### config.mk
export PLATFORM = sky130hd
export DESIGN_NAME = ship_sprite_rom
export DESIGN_NICKNAME = d
export VERILOG_FILES = /design/src/rtl/ship_sprite_rom.sv
export SDC_FILE = /design/constraint.sdc
export NUM_CORES = 1
export LEC_CHECK = 0
export BUFFER_PORTS_ARGS = -buffer_cell sky130_fd_sc_hd__buf_2
export CAP_MARGIN = 10
export CORE_UTILIZATION = 50
export CTS_CLUSTER_DIAMETER = 50
export DETAILED_ROUTE_END_ITERATION = 10
export PLACE_DENSITY = 0.76
export SETUP_SLACK_MARGIN = 0.5
export SKIP_CTS_REPAIR_TIMING = 1
export SYNTH_ARGS = -nofsm -noshare
export SYNTH_HDL_FRONTEND = slang
export SYNTH_SLANG_ARGS = --single-unit
### constraint.sdc
create_clock -name clk -period 4.3 [get_ports clk]
set_input_delay 1.29 -clock clk [delete_from_list [all_inputs] [get_ports clk]]
set_output_delay 1.29 -clock clk [all_outputs]
set_load 0.005 [all_outputs]
### src/rtl/ship_sprite_rom.sv
// Multi-sprite 1-bpp ship bitmap ROM: returns one row, or one column assembled by a row scan,
// optionally mirrored, through a req/valid handshake.
module ship_sprite_rom #(
  parameter int unsigned SIZE        = 48,
  parameter int unsigned NUM_SPRITES = 4,
  parameter string       INIT_FILE   = ""
) (
  input  logic                           clk,
  input  logic                           rst,
  input  logic                           req,
  input  logic [$clog2(NUM_SPRITES)-1:0] sprite_id,
  input  logic [$clog2(SIZE)-1:0]        line,
  input  logic                           vertical,
  input  logic                           mirror,
  output logic                           busy,
  output logic                           line_valid,
  output logic                           line_err,
  output logic [SIZE-1:0]                line_pixels
);

  localparam int unsigned SW = $clog2(NUM_SPRITES);
  localparam int unsigned RW = $clog2(SIZE);

  typedef enum logic [2:0] {IDLE, HREAD, VSCAN, VLAST, OUT} state_t;

  state_t          state, state_nx;
  logic [SW-1:0]   s_r;
  logic [RW-1:0]   line_r;
  logic [RW-1:0]   cnt;
  logic            mirror_r, vert_r, err_r;
  logic [SIZE-1:0] rom_q, data_r, asm_r, result_c;
  logic            accept_c, range_err_c, rd_en_c;
  logic [SW-1:0]   rd_s_c;
  logic [RW-1:0]   rd_r_c;

  function automatic logic [SIZE-1:0] reverse(input logic [SIZE-1:0] v);
    logic [SIZE-1:0] r;
    r = '0;
    for (int i = 0; i < int'(SIZE); i++) r[i] = v[SIZE-1-i];
    return r;
  endfunction

  // Top half of each sprite lit, starting at column equal to the sprite index
  function automatic logic [SIZE-1:0] pattern(input logic [SW-1:0] s, input logic [RW-1:0] r);
    logic [SIZE-1:0] w;
    w = '0;
    for (int c = 0; c < int'(SIZE); c++)
      w[SIZE-1-c] = (32'(r) < SIZE / 2) && (32'(c) >= 32'(s));
    return w;
  endfunction

  assign accept_c    = req & ~busy;
  assign range_err_c = (32'(line) >= SIZE) || (32'(sprite_id) >= NUM_SPRITES);
  assign result_c    = vert_r ? asm_r : data_r;

  // Next state and ROM read port; in IDLE/OUT the address comes straight from the inputs
  always_comb begin
    state_nx = state;
    rd_en_c  = 1'b0;
    rd_s_c   = s_r;
    rd_r_c   = cnt;
    case (state)
      IDLE, OUT: begin
        state_nx = IDLE;
        if (accept_c) begin
          rd_s_c   = sprite_id;
          rd_r_c   = vertical ? '0 : line;
          rd_en_c  = ~range_err_c;
          state_nx = (vertical && !range_err_c) ? VSCAN : HREAD;
        end
      end
      HREAD: state_nx = OUT;
      VSCAN: begin
        rd_en_c = 1'b1;
        if (cnt == RW'(SIZE - 1)) state_nx = VLAST;
      end
      VLAST:   state_nx = OUT;
      default: state_nx = IDLE;
    endcase
  end

  // Control and output registers
  always_ff @(posedge clk) begin
    if (rst) begin
      state       <= IDLE;
      busy        <= 1'b0;
      line_valid  <= 1'b0;
      line_err    <= 1'b0;
      line_pixels <= '0;
    end else begin
      state      <= state_nx;
      busy       <= (state_nx == HREAD) || (state_nx == VSCAN) || (state_nx == VLAST);
      line_valid <= (state == OUT);
      line_err   <= (state == OUT) && err_r;
      if (state == OUT)
        line_pixels <= err_r ? '0 : (mirror_r ? reverse(result_c) : result_c);
    end
  end

  // Request capture, row counter and column assembly
  always_ff @(posedge clk) begin
    if (accept_c) begin
      s_r      <= sprite_id;
      line_r   <= line;
      mirror_r <= mirror;
      vert_r   <= vertical;
      err_r    <= range_err_c;
      cnt      <= RW'(1);
    end else if (state == VSCAN) begin
      cnt <= cnt + RW'(1);
    end
    if (state == HREAD) data_r <= rom_q;
    if (state == VSCAN || state == VLAST)
      asm_r <= {asm_r[SIZE-2:0], rom_q[RW'(SIZE - 1) - line_r]};
  end

  // Synchronous ROM read
  always_ff @(posedge clk) begin
    if (rd_en_c) rom_q <= pattern(rd_s_c, rd_r_c);
  end

endmodule
* Word level (Yosys, flattened, before mapping)
Index checks and enable logic that the tools add are counted.
** Storage, ports and cells
- Bits in registers :: 215
- Latch bits :: 0
- RAM bits :: 0
- ROM bits :: 0
- Output and inout port bits :: 51
- Logic and storage cells :: 61
- Memories kept :: 0
** Cells by class
- $add $sub $neg :: 2
- $mul :: 0
- Div/mod/pow operators :: 0
- Order comparisons :: 6
- Equality and inequality tests :: 8
- Shift operators :: 0
- Multiplexer cells :: 16
- Bitwise logic cells :: 3
- Reduce and logical (&&, ||, !) cells :: 12
** Operator list (number)
- two-way mux 48 bit :: 3
- two-way mux 6 bit :: 3
- equality test 3 x 2 -> 1 bit, second input constant :: 4
- case mux 3 bit (3 select lines) :: 1
- two-way mux 2 bit :: 4
- < comparator 6 x 7 -> 1 bit, second input constant :: 1
- adder 6 x 1 -> 6 bit, second input constant :: 1
- binary-select mux 1 bit (select 6 bit) :: 1
- equality test 3 x 1 -> 1 bit, second input constant :: 2
- equality test 6 bit, second input constant :: 1
- greater-or-equal comparator 6 bit, second input constant :: 1
- < comparator 6 x 5 -> 1 bit, second input constant :: 1
- subtractor 6 bit, first input constant :: 1
- logical AND 1 bit :: 5
- greater-or-equal comparator 1 x 2 -> 1 bit, first input constant :: 2
- OR reduction 2 bit :: 2
- equality test 3 bit, second input constant :: 1
- zero test 3 bit :: 1
- logical OR 1 bit :: 3
- two-way mux 3 bit :: 1
- greater-or-equal comparator 2 bit, first input constant :: 1
- two-way mux 1 bit :: 2
- NOT 1 bit :: 2
- case mux 1 bit (2 select lines) :: 1
- 2 further kinds :: 2

* Logic depth before layout (Yosys ltp)
Gate-level depths: netlist (run 1).
- Depth in word-level cells :: 9
- Depth in mapped cells :: 6
- Depth with buffers taken out :: 4

* Least setup slack after synthesis (run 1)
Ideal clock, no wire load.
- Kind :: reg-to-reg
- From :: register state[1]
- To :: register asm_r[0] (enable)
- Arrival :: 2.595 ns
- Required time :: 3.840 ns
- Slack :: 1.246 ns
- Cell stages (with the launch flop) :: 3
- Cell sequence :: dfxtp_1 buf_6 nor2b_1
** Between the ends
- Word-level cells in the longest chain between the ends :: 2
- Elaborated cells on any way between the ends :: 3
- Those cells by class :: eq/ne (2); reduce/logical (1)
** RTL lines
- start, declared :: RTL line 26 : state_t state, state_nx;
- start signal, assigned :: RTL line 91 : state <= state_nx;
- equality test 3 x 2 -> 1 bit :: RTL line 113 : if (state == VSCAN || state == VLAST)
- logical OR 1 bit (*) :: RTL line 113
- end signal, assigned :: RTL line 114 : asm_r <= {asm_r[SIZE-2:0], rom_q[RW'(SIZE - 1) - line_r]};
- end, declared :: RTL line 31 : logic [SIZE-1:0] rom_q, data_r, asm_r, result_c;
Every way passes the cells marked *; elsewhere a longest branch is shown, timed or not.
A chain may end at the register's enable or synchronous reset.

==> flow_metrics.tcl, run 1 <==
set metrics [dict create \
    dp.cells 543 \
    stdcell_count 576 \
    num_antenna_cells 0 \
    synth-edff-count 65 \
    rsz0062_at_grt "no" \
    min_period_over_period 0.592 \
    core_area_um2 9680 \
    antenna_left 0 \
    wl_per_cell_um 16.2 \
    drt-total-wl_mm 9.31 \
    clockBufferDepth 2 \
    die_h_um 102 \
    rr_startpoint "state[2]" \
    crit_path_start_kind "input port" \
    synth-async-reset-ratio 0 \
    synthTopCellsByCount "edfxtp_1, dfxtp_1, nand2_1" \
    layout_min_cycle_time_ns 2.54 \
    track_usage 0.192 \
    ys_ff_latch 127 \
    grt_max_degree 49 \
    die_w_um 102 \
    vias 3126 \
    fin_area_um2 5990 \
    fin_tns_setup_ns 0 \
    ir_worst_vdd_uv 249 \
    finalNetCount 444 \
    io_buffers 63 \
    crit_family "simple AND/OR/NAND/NOR gates" \
    p_total_mw 2.94 \
    syn_to_final_growth_pct 20.6 \
    synth_area_leaders "edfxtp_1, dfxtp_1, mux2i_1" \
    clock_skew_ns 0.00853 \
    slew_viol_final 0 \
    cts_root_buf "clkbuf_8" \
    hpwl_mm 5.78 \
    path_class "input port to flop" \
    cp_slowest_cell "nor3_4" \
    postSynthCellCount 364 \
    layout-drive-gt1-share 0.339 \
    hold_viol_final 0 \
    num_rows 36 \
    pin_count 64 \
    worst-path-buf-inv 2 \
    multiInputGateArea_um2 1660 \
    drt-initial-drc-count 213 \
    cts.sinks 127 \
    synth.distinct_cells 37 \
    ys_seq_area_frac 0.642 \
    synth_compound_area_frac 0.120 \
    syn_area_um2 4970 \
    post_synth_and_or_nand_nor_area_fraction 0.0853 \
    synth_top_cell_area_share 0.393 \
    first_pass_iters 4 \
    grt_pass1_vias 2965 \
    dp_slack_ns 1.25 \
    worst_skew_pair.late_latency_ns 0.51 \
    worstHoldPathCells 0 \
    die_area_um2 10300 \
    synth_fp_nets 378 \
    critPathCaptureType "flop" \
    ff2ff_setup_slack_ns 2.13 \
    vias_per_cell 5.43 \
    synth_top_family_by_area "compound AO/OA/AOI/OAI gates" \
    synthMuxAreaShare 0.118 \
    yosys_warnings 0 \
    fillCellCount 738 \
    drc 0 \
    worstReg2RegEnd "line_pixels[3]" \
    dpl_cell_area_um2 5390 \
    path_cells "buf_2 > or4b_4 > nor3_4 > buf_12 > a22o_2" \
    slowest_delay_ns 0.65 \
    status "complete, no violations" \
    globalplace.congestion 0.723 \
    antenna_found_initial 0 \
    power.leakage_nw 2.48 \
    min-delay-start "rom_q[47]" \
    start_util 0.513 \
    gr-total-overflow 0 \
    slew_headroom 0.480 \
    cp_max_fo 25 \
    clkTransAtPathRegs_ns 0.06 \
    synthAdderAreaFrac 0.00252 \
    worst_slack_ns 1.76 \
    hp-class "flop to flop" \
    worst_slew_pin_slew_ns 0.779 \
    syn_avg_cell_area_um2 13.7 \
    grt_pass1_wl_mm 14.8 \
    yosysMostFrequentCell "edfxtp_1" \
    cts_tree "done" \
    crit_required_ns 4.76 \
    seq_area_um2 3190 \
    finalSetupViolCount 0 \
    whs_endpoint "data_r[47]" \
    powerDensity_nw_per_um2 491 \
    reg2regPathDepth 4 \
    synth_ff_type "edfxtp_1" \
    numCtsBuffers 17 \
    synth_top_area_cell "edfxtp_1" \
    cap_violations 0 \
    max_freq_mhz 393 \
    htreeDepth 4 \
    yosys.area_share.xor_xnor 0.00352 \
    cp_data_arrival_time_ns 3.00 \
]
sequential cells by signal, indices dropped and copies added (netlist names):
| register | cells |
|---|---|
| asm_r | 48 |
| line_pixels | 48 |
| cnt | 6 |
| line_r | 6 |
| data_r | 4 |
| rom_q | 4 |
| state | 3 |
| s_r | 2 |
| busy | 1 |
| err_r | 1 |
| line_err | 1 |
| line_valid | 1 |
| mirror_r | 1 |
| vert_r | 1 |
per-layer routing:
layer,part of all wire,track usage,wire (µm)
met1,0.44,0.238,4080
met2,0.50,0.315,4660
met3,0.051,0.0649,475
met4,0.010,0.0658,97
met5,0,0,0
worst max-delay path by stage:
stage                        start              end  cells after the start  slack [ns]
after floorplan           state[1]         asm_r[0]                      2        1.25
after global placement         rst  line_pixels[14]                      5        1.31
after detailed placement       rst   line_pixels[4]                      5        1.25
after CTS                      rst  line_pixels[14]                      5        1.78
after global routing           rst  line_pixels[44]                      5        1.70
final                          rst   line_pixels[3]                      5        1.76
final cells by class:
| cell class | instances | area share |
|---|---|---|
| Clock buffer | 18 | 0.0697 |
| Clock inverter | 14 | 0.0263 |
| Inverter | 4 | 0.00250 |
| Multi-Input combinational cell | 212 | 0.277 |
| Sequential cell | 127 | 0.533 |
| Tap cell | 133 | 0.0278 |
| Timing Repair Buffer | 68 | 0.0643 |
worst register-to-register path: stages (launching register included):
cell and delay (ns):
dfxtp_1 0.52, or4b_4 0.55, nor3_4 0.65, buf_12 0.25, a22o_2 0.15
stage by stage:
step | hold slack (ns) | util
2_1_floorplan | 0.421 | -
3_3_place_gp | 0.432 | 0.557
3_5_place_dp | 0.439 | 0.557
4_1_cts | 0.456 | 0.616
5_1_grt | 0.487 | 0.619
6_report | 0.457 | 0.619
layout by cell type, fill, tap and decap left out, drive strengths merged:
master and n:
mux4 7, inv 8, nor2 11, or3 3, nand4bb 1, dfxtp 62, nor3b 1, nand4 1
o21bai 1, o311ai 1, a21o 2, and2 2, clkbuf 18, mux2i 43, bufinv 2, ha 1
o21ai 9, a31oi 2, a22o 48, clkinvlp 2, nand2 56, nand2b 3, clkinv 6, edfxtp 65
nor4bb 1, xnor2 2, nand3 1, nor2b 1, nor4b 1, o31ai 1, or4b 4, nor3 1
nand3b 1, buf 68, a21oi 7
power breakdown:
group	internal [mW]	leakage [nW]	switching, mW
Sequential	1.33	1.10	0.0366
Combinational	0.0805	1.10	0.104
Clock	0.835	0.278	0.551
Total	2.25	2.48	0.692
cell families after synthesis:
family,count (synthesis)
fa+ha+maj,1
mux,50
buf+inv,25
flops,127
xor+xnor,2
compound gates,71
simple gates,88
(Power assumes the default switching activity.)
==> inputs of run 2 (changes only) <==
- ABC_AREA: default -> 1
- PLACE_DENSITY: 0.76 -> 0.75
- clock period: 4.3 -> 2.6 ns (I/O delays scaled with it)
==> run 2 against run 1 <==
  * Clock power up 68%
  * Cell area rose by 4.6%
  * Flip-flop and latch count unchanged
  * Synthesized area rose by 5.8%
  * Sequential share of layout area down 2.3 points
  * Die area up 5.7%
  * Combinational power grew 99%
  * Final cell count up 34%
  * Power grew 68%
  * Worst setup slack worse by 1.0 ns
  * Critical path type is now flop to flop
  * Largest power group unchanged
==> flow_metrics.tcl, run 2 <==
set metrics [dict create \
    powerDensity_nw_per_um2 790 \
    clkTransAtPathRegs_ns 0.06 \
    clock_skew_ns 0.00892 \
    synth.distinct_cells 18 \
    dpl_cell_area_um2 5670 \
    worst_slack_ns 0.759 \
    crit_required_ns 2.74 \
    top_regs "asm_r x48, line_pixels x48" \
    cp_data_arrival_time_ns 1.98 \
    grt_pass1_wl_mm 18.6 \
    syn_avg_cell_area_um2 9.24 \
    synthTopCellsByCount "nand3_1, nand2_1, edfxtp_1" \
    hold_viol_final 0 \
    power.leakage_nw 2.50 \
    antenna_left 0 \
    vias 4240 \
    ys_seq_area_frac 0.607 \
    pin_count 64 \
    synth_top_cell_area_share 0.371 \
    die_h_um 105 \
    final_util 0.610 \
    postSynthCellCount 569 \
    final_cell_mix "nand3_1, nand2_1, edfxtp_1" \
    ys_ff_latch 127 \
    cts_tree "done" \
    path_cells "nand2_1 > o21ai_2" \
    worst_skew_pair.late_latency_ns 0.52 \
    yosysMostFrequentCell "nand3_1" \
    synth_area_leaders "edfxtp_1, dfxtp_1, nand3_1" \
    drc 0 \
    synth-async-reset-ratio 0 \
    start_util 0.512 \
    fin_tns_setup_ns 0 \
    worstReg2RegEnd "asm_r[3]" \
    vias_per_cell 5.49 \
    layout_min_cycle_time_ns 1.84 \
    fin_area_um2 6270 \
    io_buffers 63 \
    whs_endpoint "line_r[0]" \
    slew_viol_final 0 \
    path_class "flop to flop" \
    syn_area_um2 5260 \
    gr-total-overflow 0 \
    worstHoldPathCells 1 \
    dp_slack_ns 0.521 \
    cp_max_fo 18 \
    grt_max_degree 91 \
    synth_top_area_cell "edfxtp_1" \
    first_pass_iters 5 \
    synth_fp_nets 583 \
    p_total_mw 4.95 \
    ir_worst_vdd_uv 480 \
    slew_headroom 0.336 \
    grt_pass1_vias 3962 \
    clockBufferDepth 2 \
    layout_commonest_cell "nand3_1" \
    status "complete, no violations" \
    hpwl_mm 6.86 \
    die_w_um 105 \
    synth_ff_type "edfxtp_1" \
    synth-edff-count 65 \
    hp-class "input port to flop" \
    finalNetCount 637 \
    cts_root_buf "clkbuf_8" \
    num_antenna_cells 0 \
    timing.hold.ws_ns 0.433 \
    critPathCaptureType "flop" \
    drt-initial-drc-count 319 \
    min_period_over_period 0.708 \
    rr_startpoint "state[0]" \
    min-delay-start "line[0]" \
    crit_path_start_kind "flop" \
    globalplace.congestion 0.790 \
    die_area_um2 10900 \
    stdcell_count 772 \
    worst_slew_pin_slew_ns 0.996 \
    htreeDepth 4 \
    numCtsBuffers 17 \
    layout-drive-gt1-share 0.192 \
    antenna_found_initial 0 \
    reg2regPathDepth 2 \
    crit_start "state[0]" \
    num_rows 37 \
    core_area_um2 10300 \
    cp_slowest_cell "o21ai_2" \
    max_freq_mhz 543 \
    cts.sinks 127 \
    slowest_delay_ns 0.84 \
    track_usage 0.217 \
    drt-total-wl_mm 11.1 \
    wl_per_cell_um 14.4 \
    yosys_warnings 0 \
    cap_violations 0 \
    ff2ff_setup_slack_ns 0.76 \
    syn_to_final_growth_pct 19.2 \
    dp.cells 739 \
    rsz0062_at_grt "no" \
    finalSetupViolCount 0 \
]
## run 2: cell types whose count changed after synthesis, sizes merged, moves of 19 or more
cell	delta
mux2i	-43
a21oi	+47
inv	+19
nand3	+154
a22o	-48
nand2	+80
## run 2: worst max path at each step
stage / end / cells past startpoint / slack, ns
floorplan: rom_q[44] / 4 / 0.53
global placement: asm_r[8] / 3 / 0.65
detailed placement: asm_r[9] / 3 / 0.52
CTS: asm_r[6] / 3 / 0.51
global route: asm_r[6] / 3 / 0.67
finish: asm_r[3] / 2 / 0.76
## run 2: kinds of logic (layout without fill, tap and decap cells)
| group | count (synthesis) | after routing | synth area share |
|---|---|---|---|
| compound gates | 64 | 65 | 0.0614 |
| fa+ha+maj | 1 | 1 | 0.00238 |
| buf+inv | 62 | 128 | 0.0528 |
| flops | 127 | 127 | 0.607 |
| simple gates | 315 | 315 | 0.276 |
## run 2: area by class of cell
cell class                      count  area (µm²)
Fill cell                         855        4010
Sequential cell                   127        3190
Multi-Input combinational cell    381        1810
Timing Repair Buffer               74         423
Clock buffer                       20         457
Tap cell                          136         170
Inverter                           22        82.6
Clock inverter                     12         130
## run 2: power by group
| part | total [mW] | switching (mW) | internal, mW |
|---|---|---|---|
| Sequential | 2.26 | 0.0480 | 2.21 |
| Clock | 2.33 | 0.881 | 1.45 |
| Combinational | 0.368 | 0.253 | 0.115 |
## run 2: critical path, delay by kind of cell (launching register included)
| kind | cells | cell delay (ns) |
|---|---|---|
| compound gates | 1 | 0.84 |
| flops | 1 | 0.41 |
| simple gates | 1 | 0.21 |
## run 2: metal layers
metal / part of all wire / GRT usage
met5: 0 / 0
met1: 0.42 / 0.266
met2: 0.50 / 0.362
met4: 0.016 / 0.0878
met3: 0.064 / 0.0574
==> inputs of run 3 (changes only) <==
- PLACE_DENSITY: 0.75 -> 0.78
- clock period: 2.6 -> 1.5 ns (I/O delays scaled with it)
==> run 3 against run 2 <==
  * The flow now finishes with violations (negative setup slack)
  * Sequential share of layout area down 13 points
  * Routed wire length up 85%
  * Clock-buffer cell count up 5
  * Via count up 27%
  * Sequential power up 75%
  * Flip-flop and latch count unchanged
  * Worst setup slack worse by 0.81 ns
  * Hold slack worse by 0.35 ns
  * Maximum frequency up 18%
  * Clock skew up 0.0018 ns
  * Cell area up 38%
  * Largest cell class unchanged
==> flow_metrics.tcl, run 3 (synthesis gave the netlist of run 2 again) <==
set metrics [dict create \
    ff2ff_setup_slack_ns -0.05 \
    clock_skew_ns 0.0107 \
    p_total_mw 9.33 \
    violations "negative setup slack" \
    slew_viol_final 0 \
    hold_viol_final 0 \
    timing.hold.ws_ns 0.0797 \
    vias 5385 \
    grt_max_degree 59 \
    layout_commonest_cell "nand2_1" \
    clkTransAtPathRegs_ns 0.06 \
    slew_headroom 0.710 \
    drc 0 \
    ir_worst_vdd_uv 725 \
    worst_slack_ns -0.0544 \
    rsz0062_at_grt "yes" \
    cts_tree "done" \
    rr_startpoint "state[0]" \
    layout-drive-gt1-share 0.599 \
    crit_path_start_kind "flop" \
    wl_per_cell_um 24.5 \
    worst_skew_pair.late_latency_ns 0.55 \
    cts.sinks 127 \
    cp_max_fo 6 \
    numCtsBuffers 17 \
    first_pass_iters 5 \
    antenna_left 0 \
    crit_required_ns 1.95 \
    layout_min_cycle_time_ns 1.55 \
    top_regs "asm_r x48, line_pixels x48" \
    grt_pass1_wl_mm 18.7 \
    num_antenna_cells 0 \
    path_class "flop to flop" \
    cts_root_buf "clkbuf_8" \
    drt-initial-drc-count 736 \
    grt_pass1_vias 3986 \
    powerDensity_nw_per_um2 1080 \
    power.leakage_nw 3.28 \
    max_freq_mhz 643 \
    die_w_um 105 \
    syn_to_final_growth_pct 64.6 \
    clockBufferDepth 2 \
    final_cell_mix "nand2_1, edfxtp_1, nand3_2" \
    worst_slew_pin_slew_ns 0.435 \
    core_area_um2 10300 \
    cp_data_arrival_time_ns 2.00 \
    io_buffers 63 \
    num_rows 37 \
    gr-total-overflow 0 \
    dp.cells 745 \
    critPathCaptureType "flop" \
    pin_count 64 \
    antenna_found_initial 0 \
    track_usage 0.218 \
    drt-total-wl_mm 20.6 \
    hp-class "input port to flop" \
    cap_violations 0 \
    stdcell_count 839 \
    start_util 0.512 \
    crit_start "state[0]" \
    die_area_um2 10900 \
    globalplace.congestion 0.792 \
    finalNetCount 704 \
    status "complete, but fails checks" \
    htreeDepth 4 \
    min_period_over_period 1.04 \
    die_h_um 105 \
    worstHoldPathCells 1 \
    vias_per_cell 6.42 \
    min-delay-start "line[2]" \
    hpwl_mm 7.06 \
    finalSetupViolCount 7 \
    reg2regPathDepth 7 \
]
==> run 3: cell types whose count changed in the layout (fill, tap and decap cells not counted), moves of 13 or more <==
| cell | before | now |
|---|---|---|
| dfxtp_1 | 62 | 7 |
| nand2_2 | 1 | 14 |
| nand3_2 | 10 | 64 |
| nand3_1 | 145 | 56 |
| nand2_1 | 134 | 103 |
| buf_6 | 0 | 28 |
| dfxtp_2 | 0 | 53 |
| a21oi_2 | 0 | 42 |
| nand3_4 | 0 | 35 |
| clkbuf_16 | 17 | 33 |
| buf_12 | 2 | 15 |
| a21oi_1 | 54 | 11 |
==> run 3: cell type report <==
cell class,instances,area (µm²)
flip-flops and latches,127,3270
multi-input cells,381,3000
fillers,449,1620
repair buffers,141,1570
clock buffers,25,474
well taps,136,170
inverters,22,105
clock inverters,7,61.3
==> run 3: critical path: stages, from the launching register on <==
cell and delay [ns]:
dfxtp_4 0.36, nor2_4 0.15, nand2_4 0.08, nor2_4 0.26, buf_6 0.17, buf_12 0.13
nand3_2 0.08, a21oi_1 0.22
==> run 3: metrics by stage <==
| stage | worst slack [ns] | area [µm²] | setup TNS [ns] | utilization |
|---|---|---|---|---|
| 2_1_floorplan | -0.202 | 5540 | -9.68 | - |
| 3_3_place_gp | 0.0907 | 5940 | 0 | 0.578 |
| 3_5_place_dp | 0.0342 | 5940 | 0 | 0.578 |
| 4_1_cts | -0.0264 | 6480 | -0.0264 | 0.630 |
| 5_1_grt | -0.0617 | 8660 | -0.592 | 0.842 |
| 6_report | -0.0544 | 8660 | -0.145 | 0.842 |
==> run 3: power breakdown <==
part           switching [mW]  total, mW  internal [mW]  leakage [nW]
registers               0.121       3.95           3.83          1.13
clock network            1.61       3.93           2.32         0.263
logic                   0.858       1.45          0.590          1.89
==> run 3: path summary, 6_finish.rpt <==
kind | endpoint
hold / removal | line_r[2]
hold reg to reg | asm_r[29]
setup / recovery | line_pixels[44]
setup reg to reg | line_pixels[44]
==> run 3: metal layers <==
layer	global-route usage	share of wire
met1	0.273	0.35
met2	0.344	0.49
met3	0.0680	0.099
met4	0.0990	0.065
met5	0	0
